[src/rtl/assert_win_change_stim_pkg.sv]
// Shared types and constants for the window-change stimulus generator and its LFSR.
package win_change_stim_pkg;

    typedef enum logic [1:0] {
        IDLE  = 2'd0,
        START = 2'd1,
        OPEN  = 2'd2,
        GAP   = 2'd3
    } state_t;

    localparam int GAP_CYCLES = 2;

    // Right-shift Galois masks giving a maximal-length sequence for each width.
    function automatic logic [31:0] lfsr_taps(input int w);
        case (w)
            2:       return 32'h0000_0003;
            3:       return 32'h0000_0006;
            4:       return 32'h0000_000C;
            5:       return 32'h0000_0014;
            6:       return 32'h0000_0030;
            7:       return 32'h0000_0060;
            8:       return 32'h0000_00B8;
            9:       return 32'h0000_0110;
            10:      return 32'h0000_0240;
            11:      return 32'h0000_0500;
            12:      return 32'h0000_0829;
            13:      return 32'h0000_100D;
            14:      return 32'h0000_2015;
            15:      return 32'h0000_6000;
            16:      return 32'h0000_D008;
            17:      return 32'h0001_2000;
            18:      return 32'h0002_0400;
            19:      return 32'h0004_0023;
            20:      return 32'h0009_0000;
            21:      return 32'h0014_0000;
            22:      return 32'h0030_0000;
            23:      return 32'h0042_0000;
            24:      return 32'h00E1_0000;
            25:      return 32'h0120_0000;
            26:      return 32'h0200_0023;
            27:      return 32'h0400_0013;
            28:      return 32'h0900_0000;
            29:      return 32'h1400_0000;
            30:      return 32'h2000_0029;
            31:      return 32'h4800_0000;
            32:      return 32'h8020_0003;
            default: return 32'h0000_0000;
        endcase
    endfunction

endpackage

[src/rtl/assert_win_change_stim_if.sv]
// Config and stimulus bundle between the generator (master) and the checker/bench side (slave).
interface assert_win_change_stim_if #(
    parameter int width     = 8,
    parameter int cnt_width = 8
);
    logic                 enable;
    logic [cnt_width-1:0] win_len;
    logic [cnt_width-1:0] chg_offset;
    logic                 inject_err;

    logic                 start_event;
    logic                 end_event;
    logic [width-1:0]     test_expr;
    logic                 window;
    logic                 expect_fire;
    logic                 busy;
    logic [15:0]          win_count;

    modport master (
        input  enable, win_len, chg_offset, inject_err,
        output start_event, end_event, test_expr, window, expect_fire, busy, win_count
    );

    modport slave (
        output enable, win_len, chg_offset, inject_err,
        input  start_event, end_event, test_expr, window, expect_fire, busy, win_count
    );
endinterface

[src/rtl/assert_win_change_stim_lfsr.sv]
// Galois LFSR that steps only on advance, so consecutive visible values always differ.
// Latency: next_state is combinational from state; no backpressure.
module win_change_lfsr
    import win_change_stim_pkg::*;
#(
    parameter int          width = 8,
    parameter logic [31:0] seed  = 32'h0000_0001
) (
    input  logic             clk,
    input  logic             reset,
    input  logic             advance,
    output logic [width-1:0] state,
    output logic [width-1:0] next_state
);

    localparam logic [width-1:0] TAPS = width'(lfsr_taps(width));

    logic [width-1:0] state_q;

    assign next_state = (state_q >> 1) ^ (state_q[0] ? TAPS : '0);
    assign state      = state_q;

    always_ff @(posedge clk or posedge reset) begin
        if (reset) begin
            state_q <= width'(seed);
        end else if (advance) begin
            state_q <= next_state;
        end
    end

endmodule

[src/rtl/assert_win_change_stim.sv]
// Drives start/end events and a test_expr change (or its omission) through windows of length L.
// Latency: start_event one cycle after enable, L+4 cycles per window; inputs only sampled in IDLE.
module assert_win_change_stim
    import win_change_stim_pkg::*;
#(
    parameter int          width     = 8,
    parameter int          cnt_width = 8,
    parameter logic [31:0] seed      = 32'h0000_0001
) (
    input  logic                    clk,
    input  logic                    reset,
    assert_win_change_stim_if.master bus
);

    localparam int GAP_W = $clog2(GAP_CYCLES);

    state_t               state_q;
    state_t               state_d;
    logic [cnt_width-1:0] cnt_q;
    logic [cnt_width-1:0] len_q;
    logic [cnt_width-1:0] off_q;
    logic                 err_q;
    logic [GAP_W-1:0]     gap_q;
    logic [15:0]          win_count_q;

    logic [cnt_width-1:0] len_in;
    logic [cnt_width-1:0] off_in;
    logic                 last_open;
    logic                 last_gap;
    logic                 advance;
    logic [width-1:0]     lfsr_state;
    logic [width-1:0]     unused_lfsr_next;

    assign len_in    = (bus.win_len == '0) ? cnt_width'(1) : bus.win_len;
    assign off_in    = (bus.chg_offset >= len_in) ? (len_in - cnt_width'(1)) : bus.chg_offset;
    assign last_open = (cnt_q == (len_q - cnt_width'(1)));
    assign last_gap  = (gap_q == GAP_W'(GAP_CYCLES - 1));
    // The change is skipped entirely for an injected-error window.
    assign advance   = (state_q == OPEN) && (cnt_q == off_q) && !err_q;

    win_change_lfsr #(
        .width (width),
        .seed  (seed)
    ) u_lfsr (
        .clk        (clk),
        .reset      (reset),
        .advance    (advance),
        .state      (lfsr_state),
        .next_state (unused_lfsr_next)
    );

    always_ff @(posedge clk or posedge reset) begin
        if (reset) begin
            state_q <= IDLE;
        end else begin
            state_q <= state_d;
        end
    end

    always_comb begin
        state_d = state_q;
        case (state_q)
            IDLE:    if (bus.enable) state_d = START;
            START:   state_d = OPEN;
            OPEN:    if (last_open) state_d = GAP;
            GAP:     if (last_gap) state_d = IDLE;
            default: state_d = IDLE;
        endcase
    end

    always_ff @(posedge clk or posedge reset) begin
        if (reset) begin
            cnt_q       <= '0;
            len_q       <= cnt_width'(1);
            off_q       <= '0;
            err_q       <= 1'b0;
            gap_q       <= '0;
            win_count_q <= 16'd0;
        end else begin
            case (state_q)
                IDLE: begin
                    if (bus.enable) begin
                        len_q <= len_in;
                        off_q <= off_in;
                        err_q <= bus.inject_err;
                    end
                end
                START: cnt_q <= '0;
                OPEN: begin
                    cnt_q <= cnt_q + cnt_width'(1);
                    gap_q <= '0;
                end
                GAP: begin
                    gap_q <= gap_q + GAP_W'(1);
                    if (last_gap) win_count_q <= win_count_q + 16'd1;
                end
                default: ;
            endcase
        end
    end

    assign bus.start_event = (state_q == START);
    assign bus.end_event   = (state_q == OPEN) && last_open;
    assign bus.window      = (state_q == OPEN);
    assign bus.expect_fire = (state_q == GAP) && (gap_q == '0) && err_q;
    assign bus.busy        = (state_q != IDLE);
    assign bus.win_count   = win_count_q;
    assign bus.test_expr   = lfsr_state;

endmodule

[src/flat_wrapper.sv]
// flat-port wrapper written by rule: the top's interface ports become plain ports
module assert_win_change_stim_flat import win_change_stim_pkg::*;
#(
    parameter int          width     = 8,
    parameter int          cnt_width = 8,
    parameter logic [31:0] seed      = 32'h0000_0001
)
  (clk, reset, bus_enable, bus_win_len, bus_chg_offset, bus_inject_err, bus_start_event, bus_end_event, bus_test_expr, bus_window, bus_expect_fire, bus_busy, bus_win_count);
  assert_win_change_stim_if #(.width(width), .cnt_width(cnt_width)) bus_i ();
  input  logic clk;
  input  logic reset;
  input wire logic [$bits(bus_i.enable)-1:0] bus_enable;
  input wire logic [$bits(bus_i.win_len)-1:0] bus_win_len;
  input wire logic [$bits(bus_i.chg_offset)-1:0] bus_chg_offset;
  input wire logic [$bits(bus_i.inject_err)-1:0] bus_inject_err;
  output wire logic [$bits(bus_i.start_event)-1:0] bus_start_event;
  output wire logic [$bits(bus_i.end_event)-1:0] bus_end_event;
  output wire logic [$bits(bus_i.test_expr)-1:0] bus_test_expr;
  output wire logic [$bits(bus_i.window)-1:0] bus_window;
  output wire logic [$bits(bus_i.expect_fire)-1:0] bus_expect_fire;
  output wire logic [$bits(bus_i.busy)-1:0] bus_busy;
  output wire logic [$bits(bus_i.win_count)-1:0] bus_win_count;
  assign bus_i.enable = bus_enable;
  assign bus_i.win_len = bus_win_len;
  assign bus_i.chg_offset = bus_chg_offset;
  assign bus_i.inject_err = bus_inject_err;
  assign bus_start_event = bus_i.start_event;
  assign bus_end_event = bus_i.end_event;
  assign bus_test_expr = bus_i.test_expr;
  assign bus_window = bus_i.window;
  assign bus_expect_fire = bus_i.expect_fire;
  assign bus_busy = bus_i.busy;
  assign bus_win_count = bus_i.win_count;
  assert_win_change_stim #(.width(width), .cnt_width(cnt_width), .seed(seed)) u_core (.clk(clk), .reset(reset), .bus(bus_i));
endmodule
[config.mk]
export PLATFORM = sky130hd
export DESIGN_NAME = assert_win_change_stim_flat
export DESIGN_NICKNAME = d
export VERILOG_FILES = /design/src/rtl/assert_win_change_stim_pkg.sv /design/src/rtl/assert_win_change_stim_if.sv /design/src/rtl/assert_win_change_stim_lfsr.sv /design/src/rtl/assert_win_change_stim.sv /design/src/flat_wrapper.sv
export SDC_FILE = /design/constraint.sdc
export NUM_CORES = 1
export LEC_CHECK = 0
export ABC_AREA = 1
export CORE_MARGIN = 2
export CORE_UTILIZATION = 49
export CTS_CLUSTER_DIAMETER = 200
export DETAILED_ROUTE_END_ITERATION = 12
export HOLD_SLACK_MARGIN = 0.12
export PLACE_DENSITY = 0.76
export SETUP_SLACK_MARGIN = 0.2
export SYNTH_ARGS = -nofsm -noshare
export SYNTH_HDL_FRONTEND = slang
export SYNTH_SLANG_ARGS = --single-unit
export TNS_END_PERCENT = 20
[constraint.sdc]
create_clock -name clk -period 1.7 [get_ports clk]
set_input_delay 0.34 -clock clk [delete_from_list [all_inputs] [get_ports clk]]
set_output_delay 0.34 -clock clk [all_outputs]
set_load 0.03 [all_outputs]
==> impl_metrics.csv <==
group,metric,value,unit
sta,slew_viol_final,0,
sta,hold_viol,0,
placed_design,dp_cells,583,
yosys,netlist.area_leader.share,38.8,%
cts,clock_latency,320,ps
min_path,hold_path.class,"primary input to asynchronous set/reset pin",
worst_setup_path,path_delay_family,"simple AND/OR/NAND/NOR gates",
grt,grt_pass1_wl,14.6,mm
placed_design,placed_area,0.00429,mm2
worst_setup_path,r2r_cells,17,
cts,clockBufferDepth,2,
route,antenna_left,0,
placed_design,hpwl,6.05,mm
layout,finalInstanceArea,0.00490,mm2
yosys,ys_types,32,
yosys,dominantRegCellSynth,"dfrtp_1",
power,power.density,1260,mW/mm2
die,die_area,0.00724,mm2
route,drt-vias-per-instance,5.32,
layout,multi_input_area,0.00202,mm2
cts,root_buffer,"clkbuf_8",
sta,worstMarginPinSlew,339,ps
yosys,synth_top_area_cell,"dfrtp_1",
route,num_vias,3289,
yosys,synth_area,0.00322,mm2
worst_setup_path,start_kind,"flip-flop",
sta,skew,6.51,ps
layout,nFillCells,416,
grt,track_usage,24.9,%
layout,fin_nets,577,
worst_setup_path,startpoint,"u_core.len_q[0]",
worst_setup_path,crit_top_cell,"nor2_1",
placed_design,gp_congestion,0.941,
yosys,ys_top_cells_by_area,"dfrtp_1, nand2_1, inv_1",
yosys,synthArstFlopShare,100,%
sta,worst_slack,-646,ps
yosys,yosysWarnings,0,
power,ir_drop,1240,uV
worst_setup_path,worstSetupEndpointType,"primary output",
layout,layout-drive-gt1-share,39.6,%
worst_setup_path,rr_startpoint,"u_core.len_q[0]",
die,die_x,85.1,um
yosys,syn_avg_cell_area,7.71,um2
sta,post-route-period-util,138,%
worst_setup_path,r2r-end,"u_core.state_q[1]",
cts,clock-sinks,52,
worst_setup_path,crit_type,"flip-flop to primary output",
layout,layout_common_cells,"nand2_1, buf_4, dfrtp_1, inv_1, nand3_1",
route,wirelength,9.18,mm
worst_setup_path,slowest_stage,"dfstp_2",
die,dieHeight,85.1,um
cts,cts_tree,"built",
worst_setup_path,cp_data_required_time,1360,ps
layout,instances_no_fill,618,
worst_setup_path,cp.arrival,2010,ps
worst_setup_path,path_cells,"inv_4 -> ha_4 -> nand2_2 -> inv_2 -> nor2_1 -> nand2_1 -> nor2_1 -> nand3_1 -> nor2_2 -> nand3_2 -> nor2_4 -> buf_6",
grt,globalRoute.totalOverflow,0,
layout,area_growth,52.0,%
yosys,synthesis.nets,455,
layout,finish.utilization,77.1,%
die,coreArea,0.00635,mm2
layout,layout_commonest_cell,"nand2_1",
worst_setup_path,path_depth,12,
layout,num_antenna_cells,0,
worst_setup_path,cp_max_fo,2,
grt,antenna_found_initial,0,
worst_setup_path,crit_buf_inv,3,
cts,numCtsBuffers,5,
route,drtIter0Drc,178,
yosys,yosys_register_bits,52,
sta,setup_violations,12,
worst_setup_path,reg2reg_slack,-510,ps
grt,grt_pass1_vias,3250,
sta,maxSlewHeadroom,77.1,%
route,routedWlPerCell,14.9,um
cts,cts_htree_levels,2,
die,rows,29,
cts,clk_pin_slew,100,ps
die,io_pins,49,
yosys,synth_cells,418,
layout,regArea,0.00131,mm2
sta,min_period,2350,ps
placed_design,portBuffers,48,
outcome,status,"finished, violations left",
grt,grt_max_degree,53,
sta,max_freq,0.426,GHz
die,initial_core_util,50.7,%
worst_setup_path,slowest_delay,570,ps
worst_setup_path,crit_path_end,"bus_end_event",
job,maxCapViolCount,0,
outcome,violations,"negative setup slack",
yosys,synth_edf_count,0,
route,remaining_drc_errors,0,
sta,grt_setup_unrepaired,"yes",
power,p_total,6.18,mW
yosys,ys_seq_area_share,40.5,%
sta,tns,-1970,ps
power,leakagePower,2.43,nW
route,first_pass_iters,4,
## report_power, final
part,internal [mW],switching [mW]
logic,1.56,1.97
registers,1.58,0.323
clock network,0.301,0.451
total,3.44,2.75
## synth_stat cells (3+ instances only)
master and number:
a21oi_1 6, buf_4 5, clkbuf_1 3, dfrtp_1 50, ha_1 17, inv_1 60
inv_2 4, nand2_1 106, nand3_1 38, nand4_1 12, nor2_1 34, nor2_2 3
nor3_1 7, o21ai_0 19, o21ai_1 3, o21ai_2 6, xnor2_1 11, xor2_1 13
## layer usage
layer,share of wire [%],wire length (um),global-route usage (%),vias up
li1,-,-,-,1582
met1,39,3610,30.7,1561
met4,4.0,368,13.3,0
met2,52,4810,41.8,113
met3,4.2,390,3.79,33
met5,0,0,0,-
## layout make-up
type                    instances  area share, %
clock buffers                   5           1.41
inverters                      64           6.13
clock inverters                 3          0.511
well taps                      77           1.97
repair buffers                124           22.0
flip-flops and latches         52           26.7
multi-input cells             293           41.3
## how the worst min path moves through the flow
stage	slack, ps	end	cells past startpoint
finish	400	u_core.bus.win_count[8]	3
floorplan	460	u_core.err_q	2
detailed placement	490	u_core.off_q[2]	2
global route	440	u_core.bus.win_count[10]	3
CTS	410	u_core.bus.win_count[12]	3
global placement	490	u_core.off_q[2]	2
## worst reg2reg max path, stage by stage, from the launching register on
cell	delay, ps
dfstp_2	570
inv_4	40
ha_4	210
nand2_2	70
inv_2	30
nor2_1	80
nand2_1	50
nor2_1	70
nand3_1	80
nor2_2	130
buf_4	130
buf_6	80
buf_6	80
buf_6	80
buf_6	80
nand4_1	120
nand3_1	150
nand2_1	60
## flip-flops by register name, indices dropped and copies added, names as in the netlist
name                  flops
u_core.bus.win_count     16
u_core.cnt_q              8
u_core.gap_q              1
u_core.err_q              1
u_core.u_lfsr.state       8
u_core.state_q            2
u_core.len_q              8
u_core.off_q              8
## repair_timing
item,CTS,global route
gates resized for setup,126,66
pin swaps,38,29
hold buffers,0,0
endpoints found under the setup margin,61,61
setup buffers,17,9
gates cloned,1,0
## logic make-up after synthesis
family                   Yosys count  share of synthesized area [%]
flip-flops                        52                           40.5
AND/OR/NAND/NOR                  214                           30.2
adder cells (fa/ha/maj)           17                           6.60
XOR/XNOR                          24                           6.52
AO/OA/AOI/OAI                     37                           6.72
buffers and inverters             74                           9.48
## through the flow
stage          setup WS (ps)  hold WS [ps]
4_1_cts                 -640           412
5_1_grt                 -778           442
3_5_place_dp            -805           494
6_report                -646           404
2_1_floorplan           -270           461
3_3_place_gp            -673           486
Power figures use the tool's default switching activity.
